--- src/rtl/tx_ila_gen_if.sv ---
// JESD204B ILA generator port bundle: enable/config in, octet stream out.
// Latency: none (wires only).
// Backpressure: none; the octet stream is free-running once enabled.
interface tx_ila_gen_if;
    logic         i_ila_en;
    logic [111:0] i_cfg;
    logic [7:0]   o_data;
    logic         o_is_k;
    logic         o_valid;
    logic         o_ila_end;
    logic         o_busy;

    // Generator side
    modport master (
        input  i_ila_en,
        input  i_cfg,
        output o_data,
        output o_is_k,
        output o_valid,
        output o_ila_end,
        output o_busy
    );

    // Consumer side (tx_control / octet mux)
    modport slave (
        output i_ila_en,
        output i_cfg,
        input  o_data,
        input  o_is_k,
        input  o_valid,
        input  o_ila_end,
        input  o_busy
    );
endinterface

--- src/rtl/tx_ila_gen.sv ---
// JESD204B Initial Lane Alignment octet stream generator for one lane (MF_NUM multiframes).
// Latency: first /R/ one cycle after the edge that samples i_ila_en=1; one octet per cycle.
// Backpressure: none; dropping i_ila_en mid-sequence aborts to idle on the next edge.
module tx_ila_gen #(
    parameter int F      = 2,
    parameter int K      = 16,
    parameter int MF_NUM = 4
) (
    input  logic         clk,
    input  logic         rst_n,
    tx_ila_gen_if.master ila
);

    localparam int FK = F * K;
    localparam int CW = $clog2(FK);
    localparam int MW = $clog2(MF_NUM);

    localparam logic [CW-1:0] POS_LAST = CW'(FK - 1);
    localparam logic [MW-1:0] MF_LAST  = MW'(MF_NUM - 1);

    localparam logic [7:0] K28_0_R = 8'h1C;
    localparam logic [7:0] K28_3_A = 8'h7C;
    localparam logic [7:0] K28_4_Q = 8'h9C;

    // Reject configurations that cannot hold /R/, /Q/, 14 config octets and /A/ in one multiframe.
    generate
        if (F < 1 || F > 256) begin : g_bad_f
            $error("tx_ila_gen: F must be in 1..256");
        end
        if (FK < 17 || FK > 1024) begin : g_bad_fk
            $error("tx_ila_gen: F*K must be in 17..1024");
        end
        if (MF_NUM < 2) begin : g_bad_mf
            $error("tx_ila_gen: MF_NUM must be >= 2");
        end
    endgenerate

    typedef enum logic [2:0] {
        S_IDLE = 3'b001,
        S_RUN  = 3'b010,
        S_DONE = 3'b100
    } state_t;

    state_t        state;
    logic [CW-1:0] oct_cnt;
    logic [MW-1:0] mf_cnt;
    logic [111:0]  cfg_q;

    logic          last_oct;
    logic          last_mf;
    logic [3:0]    cfg_sel;
    logic [127:0]  cfg_ext;
    logic [7:0]    nxt_data;
    logic          nxt_is_k;

    assign last_oct = (oct_cnt == POS_LAST);
    assign last_mf  = (mf_cnt == MF_LAST);
    assign cfg_sel  = 4'(oct_cnt - CW'(2));
    assign cfg_ext  = {16'h0000, cfg_q};

    // Pick the octet for the current (mf_cnt, oct_cnt) position; registered below.
    always_comb begin
        nxt_data = 8'(oct_cnt);
        nxt_is_k = 1'b0;
        if (oct_cnt == '0) begin
            nxt_data = K28_0_R;
            nxt_is_k = 1'b1;
        end else if (last_oct) begin
            nxt_data = K28_3_A;
            nxt_is_k = 1'b1;
        end else if (mf_cnt == MW'(1) && oct_cnt == CW'(1)) begin
            nxt_data = K28_4_Q;
            nxt_is_k = 1'b1;
        end else if (mf_cnt == MW'(1) && oct_cnt >= CW'(2) && oct_cnt <= CW'(15)) begin
            nxt_data = cfg_ext[{cfg_sel, 3'b000} +: 8];
        end
    end

    // Sequencer: counters, state and registered octet outputs.
    always_ff @(posedge clk or negedge rst_n) begin
        if (!rst_n) begin
            state         <= S_IDLE;
            oct_cnt       <= '0;
            mf_cnt        <= '0;
            cfg_q         <= '0;
            ila.o_data    <= 8'h00;
            ila.o_is_k    <= 1'b0;
            ila.o_valid   <= 1'b0;
            ila.o_ila_end <= 1'b0;
            ila.o_busy    <= 1'b0;
        end else begin
            // Outputs idle unless RUN overrides them below.
            ila.o_data    <= 8'h00;
            ila.o_is_k    <= 1'b0;
            ila.o_valid   <= 1'b0;
            ila.o_ila_end <= 1'b0;
            unique case (state)
                S_IDLE: begin
                    oct_cnt <= '0;
                    mf_cnt  <= '0;
                    if (ila.i_ila_en) begin
                        state      <= S_RUN;
                        cfg_q      <= ila.i_cfg;
                        ila.o_busy <= 1'b1;
                    end
                end
                S_RUN: begin
                    if (!ila.i_ila_en) begin
                        // Abort: back to idle, nothing emitted this edge.
                        state      <= S_IDLE;
                        oct_cnt    <= '0;
                        mf_cnt     <= '0;
                        ila.o_busy <= 1'b0;
                    end else begin
                        ila.o_data    <= nxt_data;
                        ila.o_is_k    <= nxt_is_k;
                        ila.o_valid   <= 1'b1;
                        ila.o_ila_end <= last_oct && last_mf;
                        if (last_oct) begin
                            oct_cnt <= '0;
                            if (last_mf) begin
                                mf_cnt     <= '0;
                                state      <= S_DONE;
                                ila.o_busy <= 1'b0;
                            end else begin
                                mf_cnt <= mf_cnt + 1'b1;
                            end
                        end else begin
                            oct_cnt <= oct_cnt + 1'b1;
                        end
                    end
                end
                S_DONE: begin
                    // Wait for the enable to drop before a new sequence may start.
                    if (!ila.i_ila_en) begin
                        state <= S_IDLE;
                    end
                end
                default: begin
                    state      <= S_IDLE;
                    oct_cnt    <= '0;
                    mf_cnt     <= '0;
                    ila.o_busy <= 1'b0;
                end
            endcase
        end
    end

endmodule

--- src/flat_wrapper.sv ---
// flat-port wrapper written by rule: the top's interface ports become plain ports
module tx_ila_gen_flat 
#(
    parameter int F      = 2,
    parameter int K      = 16,
    parameter int MF_NUM = 4
)
  (clk, rst_n, ila_i_ila_en, ila_i_cfg, ila_o_data, ila_o_is_k, ila_o_valid, ila_o_ila_end, ila_o_busy);
  tx_ila_gen_if ila_i ();
  input  logic clk;
  input  logic rst_n;
  input wire logic [$bits(ila_i.i_ila_en)-1:0] ila_i_ila_en;
  input wire logic [$bits(ila_i.i_cfg)-1:0] ila_i_cfg;
  output wire logic [$bits(ila_i.o_data)-1:0] ila_o_data;
  output wire logic [$bits(ila_i.o_is_k)-1:0] ila_o_is_k;
  output wire logic [$bits(ila_i.o_valid)-1:0] ila_o_valid;
  output wire logic [$bits(ila_i.o_ila_end)-1:0] ila_o_ila_end;
  output wire logic [$bits(ila_i.o_busy)-1:0] ila_o_busy;
  assign ila_i.i_ila_en = ila_i_ila_en;
  assign ila_i.i_cfg = ila_i_cfg;
  assign ila_o_data = ila_i.o_data;
  assign ila_o_is_k = ila_i.o_is_k;
  assign ila_o_valid = ila_i.o_valid;
  assign ila_o_ila_end = ila_i.o_ila_end;
  assign ila_o_busy = ila_i.o_busy;
  tx_ila_gen #(.F(F), .K(K), .MF_NUM(MF_NUM)) u_core (.clk(clk), .rst_n(rst_n), .ila(ila_i));
endmodule
--- config.mk ---
export PLATFORM = sky130hd
export DESIGN_NAME = tx_ila_gen_flat
export DESIGN_NICKNAME = d
export VERILOG_FILES = /design/src/rtl/tx_ila_gen_if.sv /design/src/rtl/tx_ila_gen.sv /design/src/flat_wrapper.sv
export SDC_FILE = /design/constraint.sdc
export NUM_CORES = 1
export LEC_CHECK = 0
export ABC_AREA = 1
export CORE_UTILIZATION = 47
export DETAILED_ROUTE_END_ITERATION = 12
export GPL_TIMING_DRIVEN = 0
export PLACE_DENSITY = 0.88
export SYNTH_ARGS = -nofsm -noshare
export SYNTH_HDL_FRONTEND = slang
export SYNTH_SLANG_ARGS = --single-unit
--- constraint.sdc ---
create_clock -name clk -period 2.1 [get_ports clk]
set_clock_uncertainty 0.15 [all_clocks]
set_input_delay 0.21 -clock clk [delete_from_list [all_inputs] [get_ports clk]]
set_output_delay 0.21 -clock clk [all_outputs]
set_load 0.05 [all_outputs]
-- Word level (Yosys, flattened, before mapping)
Cells that the tools add are included.
- register bits after elaboration: 134
- output and inout port bits: 12
- input port bits: 115
- logic and storage cells: 69
- equal/unequal tests: 11
- $lt $le $gt $ge: 2
- add/sub/neg operators: 3
- reductions and logical operators: 9
- muxes and demuxes: 33
- shift-type cells: 1
- bitwise gates (word level): 1
- operators with widths (operator ; count):
    variable part select 128 x 8 -> 8 bit ; 1
    2-to-1 mux 8 bit ; 6
    2-to-1 mux 3 bit ; 5
    2-to-1 mux 1 bit ; 13
    2-to-1 mux 5 bit ; 2
    one-hot mux 5 bit (2 select lines) ; 1
    one-hot mux 3 bit (3 select lines) ; 1
    AND reduction 4 bit ; 2
    2-to-1 mux 2 bit ; 3
    inequality test 3 x 2 -> 1 bit, second input constant ; 2
    adder 5 x 1 -> 5 bit, second input constant ; 1
    == test 5 x 1 -> 1 bit, second input constant ; 1
    == test 5 bit, second input constant ; 1
    greater-or-equal comparator 5 x 2 -> 1 bit, second input constant ; 1
    <= comparator 5 x 4 -> 1 bit, second input constant ; 1
    zero test 5 bit ; 1
    logical AND 1 bit ; 4
    inequality test 2 bit, second input constant ; 2
    one-hot mux 2 bit (2 select lines) ; 1
    AND reduction 2 bit ; 2
    subtractor 4 x 2 -> 4 bit, second input constant ; 1
    == test 3 x 1 -> 1 bit, second input constant ; 1
    == test 3 x 2 -> 1 bit, second input constant ; 1
    == test 3 bit, second input constant ; 1
    other kinds (5) ; 5

-- Longest topological paths before layout
Gate-level depths: netlist of the first run.
- depth after elaboration: 9
- gate-level depth with buffers: 12
- mapped depth without buffers: 10

-- Least setup slack after synthesis of the first run
No wires, ideal clock.
- path type: reg2reg
- start point: reg u_core.oct_cnt[1]
- end point: reg u_core.ila.o_data[5]
- buffers on the path: 3
- data arrival time: 1906 ps
- cell stages (with the launch flop): 13
- data required time: 1873 ps
- setup slack: -34 ps
- clock period less this slack: 2134 ps
- setup time: 77 ps
- path through: dfrtp_1 buf_2 inv_2 buf_2 ha_1 buf_2 nor2_2 nand3_1 nand2_1 inv_1 nand2_1 nand3_1 a21oi_1
- word-level cells in the longest chain between the ends: 9
- elaborated cells between the ends (all ways): 16
- classes of those cells: 1 x add/sub; 2 x order compare; 2 x eq/ne; 1 x shift; 6 x mux; 4 x reduce/logical
- ends and longest elaborated chain (what ; line ; RTL):
    start, declared ; tx_ila_gen.sv:45 ; logic [CW-1:0] oct_cnt;
    start signal, assigned ; tx_ila_gen.sv:129 ; oct_cnt <= oct_cnt + 1'b1;
    parallel branches: the longest is 6 deep, another holds subtractor 4 x 2 -> 4 bit ; n/a ;
    2-to-1 mux 8 bit * ; tx_ila_gen.sv:65 ; if (oct_cnt == '0) begin
    2-to-1 mux 8 bit * ; tx_ila_gen.sv:108 ; if (!ila.i_ila_en) begin
    2-to-1 mux 8 bit * ; tx_ila_gen.sv:97 ; unique case (state)
    end signal, assigned ; tx_ila_gen.sv:115 ; ila.o_data <= nxt_data;
    end, declared ; tx_ila_gen_if.sv:17 ; output o_data,
Mark *: on every way between the ends.
A chain may end at the register's enable or synchronous reset.

-- Worst setup path after layout of the first run
Ends and elaborated chain as after synthesis.

==> results of run 1 <==
==> cells by family (layout without fill, tap and decap cells) <==
| logic type | Yosys count | in the layout |
|---|---|---|
| AND/OR/NAND/NOR | 512 | 512 |
| flip-flops | 134 | 134 |
| buffers and inverters | 119 | 284 |
| AO/OA/AOI/OAI | 75 | 75 |
| adder cells (fa/ha/maj) | 10 | 10 |
| XOR/XNOR | 1 | 1 |
==> state kept, by name, indices dropped and copies added, names as in the netlist <==
signal	flops
u_core.state	3
u_core.ila.o_is_k	1
u_core.cfg_q	112
u_core.ila.o_ila_end	1
u_core.ila.o_valid	1
u_core.oct_cnt	5
u_core.ila.o_data	8
u_core.mf_cnt	2
u_core.ila.o_busy	1
==> synthesized netlist by cell type (all sizes together) <==
library cell,n
a21oi,13
a31oi,1
buf,34
clkbuf,10
dfrtp,133
dfstp,1
ha,10
inv,75
nand2,402
nand3,93
nand3b,1
nand4,1
nor2,9
nor3,6
o211ai,2
o21a,1
o21ai,54
o22ai,2
o31ai,2
xnor2,1
==> metrics by stage <==
stage | cells | utilization | setup slack (ps) | area (µm²)
final | 1192 | 0.6649 | 15.43 | 8910
after global placement | 1153 | 0.5982 | -4500 | 8016
after floorplan | 851 | - | 11.52 | 6535
after CTS | 1189 | 0.6556 | -15.42 | 8785
after global routing | 1192 | 0.6649 | -69.04 | 8910
after detailed placement | 1154 | 0.6004 | -457.3 | 8045
==> cells in the final DEF, fill, tap and decap left out, types with 6 or more instances in the layout <==
cell and count:
a21oi_1 7, a21oi_2 6, buf_2 10, buf_4 21
buf_6 7, clkbuf_1 9, clkbuf_16 17, clkdlybuf4s50_1 125
dfrtp_1 133, ha_1 7, inv_1 62, inv_2 11
nand2_1 399, nand3_1 85, nand3_2 7, nor2_1 6
o21ai_0 37, o21ai_1 17
==> per-layer routing <==
layer / routed length (µm) / up-vias / track usage
li1: - / 2962 / -
met1: 7364 / 2967 / 0.3416
met2: 9127 / 359 / 0.4447
met3: 1615 / 64 / 0.05941
met4: 647 / 0 / 0.1391
met5: 0 / - / 0
==> path summary, 6_finish.rpt <==
path                                   start                    to  cells past startpoint
hold reg to reg             u_core.cfg_q[11]      u_core.cfg_q[11]                      2
hold / removal                         rst_n      u_core.cfg_q[92]                      2
max in group asynchronous              rst_n       u_core.state[0]                      3
setup reg to reg           u_core.oct_cnt[1]  u_core.ila.o_data[5]                     12
setup / recovery           u_core.oct_cnt[1]  u_core.ila.o_data[5]                     12
min in group clk               ila_i_cfg[54]      u_core.cfg_q[54]                      3
==> worst max-delay path: stages, from the launching register on <==
cell and delay, ps:
dfrtp_1 380, buf_6 140, clkinv_8 50, buf_8 120, ha_4 200, buf_6 130
nor2_4 250, nand3_1 120, nand2_1 90, inv_1 40, nand2_1 80, nand3_1 110
a21oi_2 140
==> layout make-up <==
cell class | instances | area [µm²] | area share
multi-input combinational | 598 | 2746 | 0.3082
buffer | 43 | 295.3 | 0.03314
clock inverter | 14 | 206.4 | 0.02317
timing repair buffer | 134 | 1349 | 0.1514
sequential | 134 | 3354 | 0.3765
tap | 176 | 220.2 | 0.02472
inverter | 75 | 299.0 | 0.03356
clock buffer | 18 | 439.2 | 0.04929
==> what timing repair did <==
item	CTS	global route
hold endpoints to repair	53	0
setup buffers	3	3
gates resized for setup	17	29
setup endpoints to repair	8	17
hold buffers	1	0
pin swaps	1	16
==> power groups by stage <==
stage | sequential [mW] | combinational [mW] | clock (mW)
after CTS | 4.19 | 3.66 | 3.27
final | 4.21 | 3.73 | 3.26
after global placement | 4.17 | 3.44 | 0
after floorplan | 4.17 | 2.41 | 0
after detailed placement | 4.22 | 3.58 | 0
after global routing | 4.32 | 4.19 | 3.37
==> flow_summary.toml, run 1 <==
[status]
run_status = "finished, final reports clean"

[detailed_routing]
post_drt_via_cell_ratio = 5.329
drt_iter0_markers = 636
drc = 0
final_antenna_net_count = 0
number_of_vias_after_detailed_routing = 6352
routed_wire_length_per_instance_um = 15.73
length_of_the_first_detailed_routing_pass_in_iterations = 5
postRouteWirelength_mm = 18.76

[sta]
post-route-period-util = 0.9927
worst-slew-pin-transition_ps = 602.1
hold_viol = 0
slew_headroom = 0.5986
fmax_mhz = 479.7
rsz0062_at_grt = "true"
slew_viols_final = 0
whs_ps = 170.2
totalNegativeSetupSlack_ps = 0
final-setup-viol-count = 0
final_period_minus_worst_setup_slack_ps = 2085

[placed_design]
finalWeightedCongestion = 0.9341
place.port_buffers = 126
detailedPlacementHpwl_mm = 12.96

[synth]
largest_family_of_logic_cells_by_synthesized_area = "simple AND/OR/NAND/NOR gates"
synth.yosys.warnings = 0
synth.avg_cell_area_um2 = 7.672
synth.yosys.seq_area_share = 0.5138
cell_types_with_the_largest_area_share_after_synthesis = "dfrtp_1 51%, nand2_1 23%, nand3_1 7.1%"
synth-simple-area-share = 0.3197
syn_nets = 976
synth-seq-cells = 134
postSynthCellCount = 851
post_synthesis_share_of_cell_area_spent_on_xor_and_xnor_gates = 0.002491
synth_top_area_cell = "dfrtp_1"
synth_compound_gate_area_share = 0.05998
synth_largest_type_area_fraction = 0.5098
ys_types = 27
mux_share_of_post_synthesis_cell_area = 0
synthAdderAreaFrac = 0.01916
netlist_area_um2 = 6529

[layout]
areaGrowthSynthToFinish_pct = 36.47
fillerInstances = 1050
finalNetCount = 1128
antenna_cells_inserted = 0
layout-drive-gt1-share = 0.1132

[pwr]
peakVddDrop_mv = 0.7060
intPower_mw = 7.187
power.share.clock = 0.291
total_switching_power_mw = 4.020
swShare = 0.3587
seq_power_share = 0.376
fin_total_pwr_mw = 11.21
power.density_nw_per_um2 = 1258
leakage_nw = 4.423
comb_power_share = 0.333

[global_route]
vias_in_the_first_global_route = 6217
pin_count_of_the_biggest_net_entering_global_routing = 82
initial_antenna_violation_count = 0
grt-ovfl-total = 0
grt_pass1_wl_mm = 30.02
track_usage = 0.2728

[worst_setup_path]
critPathLaunchType = "flip-flop"
timing.critical_path.fanout_max = 8
data_required_time_of_the_critical_path_ps = 2290
worst-setup-path-type = "reg -> reg"
setup.reg_to_reg.worst_slack_ps = 20
crit_path_end_kind = "flip-flop"
critical_path_arrival_ps = 2280

[floorplan]
die_h_um = 119.9
number_of_top_level_design_ports = 127
initial_utilization = 0.4872
fp.dieArea_um2 = 14370
overall_die_width_um = 119.9
core_area_um2 = 13400
placement_rows = 42

[clock_tree]
cts-htree-levels = 4
clockBufferDepth = 2
cts_tree = "built"
worst_setup_hold_path_clk_slew_ps = 60
cts-buffers-inserted = 17
cts_root_buf = "clkbuf_16"
clk-insertion-delay-late_ps = 420
cts_num_sinks = 134

[run]
max_cap_violations = 0

[worst_hold_path]
min-delay-path-class = "in -> async"
(Power assumes the default switching activity.)
==> inputs of run 2 (changes only) <==
--- a/config.mk
+++ b/config.mk
@@ -8,2 +8,3 @@
 export ABC_AREA = 1
+export CORE_ASPECT_RATIO = 0.6
 export CORE_UTILIZATION = 47
--- a/constraint.sdc
+++ b/constraint.sdc
@@ -4,2 +4,2 @@
 set_output_delay 0.21 -clock clk [all_outputs]
-set_load 0.05 [all_outputs]
+set_load 0.1 [all_outputs]
==> run 2 against run 1 <==
  * The flow now finishes with violations (setup timing)
  * Cell area increased by 2.2%
  * Non-clock buffer count increased by 10
  * Fmax decreased by 1.6%
  * Flip-flop and latch count unchanged
  * Clock power increased by 3%
  * Die area increased by 0.11%
  * Critical endpoint is now u_core.ila.o_data[4]
==> flow_summary.toml, run 2 (same netlist as run 1, synthesis figures left out) <==
[status]
run_status = "finished, violations left"
violations = "setup timing"

[sta]
post-route-period-util = 1.009
worst-slew-pin-transition_ps = 974.3
whs_ps = 170.9
final-setup-viol-count = 3
slew_headroom = 0.3530
hold_viol = 0
final_period_minus_worst_setup_slack_ps = 2119
slew_viols_final = 0
timing.final.ws_setup_ps = -19.48
rsz0062_at_grt = "true"
fmax_mhz = 471.8

[pwr]
leakage_nw = 4.576
fin_total_pwr_mw = 11.56
seq_power_share = 0.366
power.share.clock = 0.290
comb_power_share = 0.345
power.density_nw_per_um2 = 1269
total_switching_power_mw = 4.348
swShare = 0.3762
peakVddDrop_mv = 0.4893
intPower_mw = 7.210

[layout]
finalNetCount = 1138
max_reg_flops = 112
layout.cells.most_common = "nand2_1"
area.sequential_um2 = 3354
biggestRegsByFlops = "u_core.cfg_q (112), u_core.ila.o_data (8), u_core.oct_cnt (5)"
layout_common_cells = "397 x nand2_1, 133 x dfrtp_1, 113 x clkdlybuf4s50_1, 77 x nand3_1, 61 x inv_1"
top_register = "u_core.cfg_q"
layout-drive-gt1-share = 0.1384
utilization = 0.6913
multi_input_comb_area_um2 = 2830
fillerInstances = 946
antenna_cells_inserted = 0
areaGrowthSynthToFinish_pct = 39.48

[detailed_routing]
post_drt_via_cell_ratio = 5.575
routed_wire_length_per_instance_um = 17.57
drc = 0
drt_iter0_markers = 790
final_antenna_net_count = 0
length_of_the_first_detailed_routing_pass_in_iterations = 8
postRouteWirelength_mm = 21.02
number_of_vias_after_detailed_routing = 6668

[floorplan]
number_of_top_level_design_ports = 127
core_area_um2 = 13170
die_h_um = 93.30
initial_utilization = 0.4956
fp.dieArea_um2 = 14380
overall_die_width_um = 154.2
placement_rows = 32

[clock_tree]
clk-insertion-delay-late_ps = 430
cts-buffers-inserted = 17
cts_num_sinks = 134
worst_setup_hold_path_clk_slew_ps = 60
clockBufferDepth = 2
cts_tree = "built"
cts-htree-levels = 4
cts_root_buf = "clkbuf_16"

[placed_design]
place.port_buffers = 126
finalWeightedCongestion = 0.9143
detailedPlacementHpwl_mm = 13.68

[global_route]
track_usage = 0.2945
grt-ovfl-total = 0
grt_pass1_wl_mm = 31.76
grtUsageMet1 = 0.4127
grt_use_met3 = 0.07090
pin_count_of_the_biggest_net_entering_global_routing = 73
vias_in_the_first_global_route = 6187
grt_util_met2 = 0.4367
initial_antenna_violation_count = 0
top_usage_layer = "met2"

[worst_setup_path]
critical_path_arrival_ps = 2270
data_required_time_of_the_critical_path_ps = 2250
timing.critical_path.fanout_max = 8
critPathLaunchType = "flip-flop"
crit_path_end_kind = "flip-flop"
worst-setup-path-type = "reg -> reg"

[run]
max_cap_violations = 0

[worst_hold_path]
min-delay-path-class = "in -> reg"
-- run 2: changes by cell type in the layout (fill, tap and decap cells not counted), moves of 3 or more --
cell,change
dlygate4sd2_1,+12
clkinv_2,-4
buf_4,+6
clkdlybuf4s50_1,-12
clkinv_4,+3
nand3_2,+6
buf_12,+3
nand3_1,-8
-- run 2: final timing paths --
path                                   start              endpoint  slack (ps)  cells after the start
max reg2reg                u_core.oct_cnt[1]  u_core.ila.o_data[4]         -20                     10
min reg2reg                 u_core.cfg_q[39]      u_core.cfg_q[39]         320                      2
min in group asynchronous              rst_n      u_core.cfg_q[71]         180                      2
max                        u_core.oct_cnt[1]  u_core.ila.o_data[4]         -20                     10
min                            ila_i_cfg[47]      u_core.cfg_q[47]         170                      3
max in group asynchronous              rst_n      u_core.cfg_q[54]         860                      3
-- run 2: what timing repair did --
| action | 4_1_cts | 5_1_grt |
|---|---|---|
| pin swaps | 10 | 20 |
| setup endpoints to repair | 20 | 22 |
| hold endpoints to repair | 61 | 0 |
| hold buffers | 1 | 0 |
| resized for setup | 50 | 35 |
| setup buffers | 7 | 12 |
-- run 2: routing by layer --
metal  routed length (µm)  vias up  part of all wire
met1                 8533     3067              0.41
li1                     -     2977                 -
met5                    0        -                 0
met4                  897        0             0.043
met3                 2633      103              0.13
met2                 8952      521              0.43
-- run 2: worst max-delay path: stages (launching register included) --
cell and delay [ps]:
dfrtp_1 420, buf_6 150, inv_8 30, buf_8 110
ha_4 300, buf_12 120, clkinvlp_4 150, nand3_1 170
nand3_2 150, nand3_4 150, a21oi_2 70
-- run 2: metrics by stage --
stage | cells | TNS (ps) | instance area, µm² | setup slack, ps
after floorplan | 851 | 0 | 6535 | 11.52
after global placement | 1147 | -597050 | 8009 | -4454
after detailed placement | 1148 | -3628 | 8038 | -516.7
after CTS | 1187 | 0 | 8919 | 11.98
after global routing | 1196 | -430.0 | 9106 | -68.48
final | 1196 | -26.47 | 9106 | -19.48
-- run 2: final cells by class --
cell class | count | share of cell area
clock buffers | 18 | 0.04823
well taps | 170 | 0.02336
inverters | 75 | 0.03325
multi-input cells | 598 | 0.3108
clock inverters | 14 | 0.02446
repair buffers | 147 | 0.1612
plain buffers | 40 | 0.03037
flip-flops and latches | 134 | 0.3684
-- run 2: power groups by stage --
stage	registers (mW)	logic, mW	clock network, mW
6_report	4.22	3.99	3.35
5_1_grt	4.31	4.43	3.48
4_1_cts	4.18	3.83	3.34
3_5_place_dp	4.21	3.74	0
3_3_place_gp	4.18	3.59	0
2_1_floorplan	4.27	2.41	0
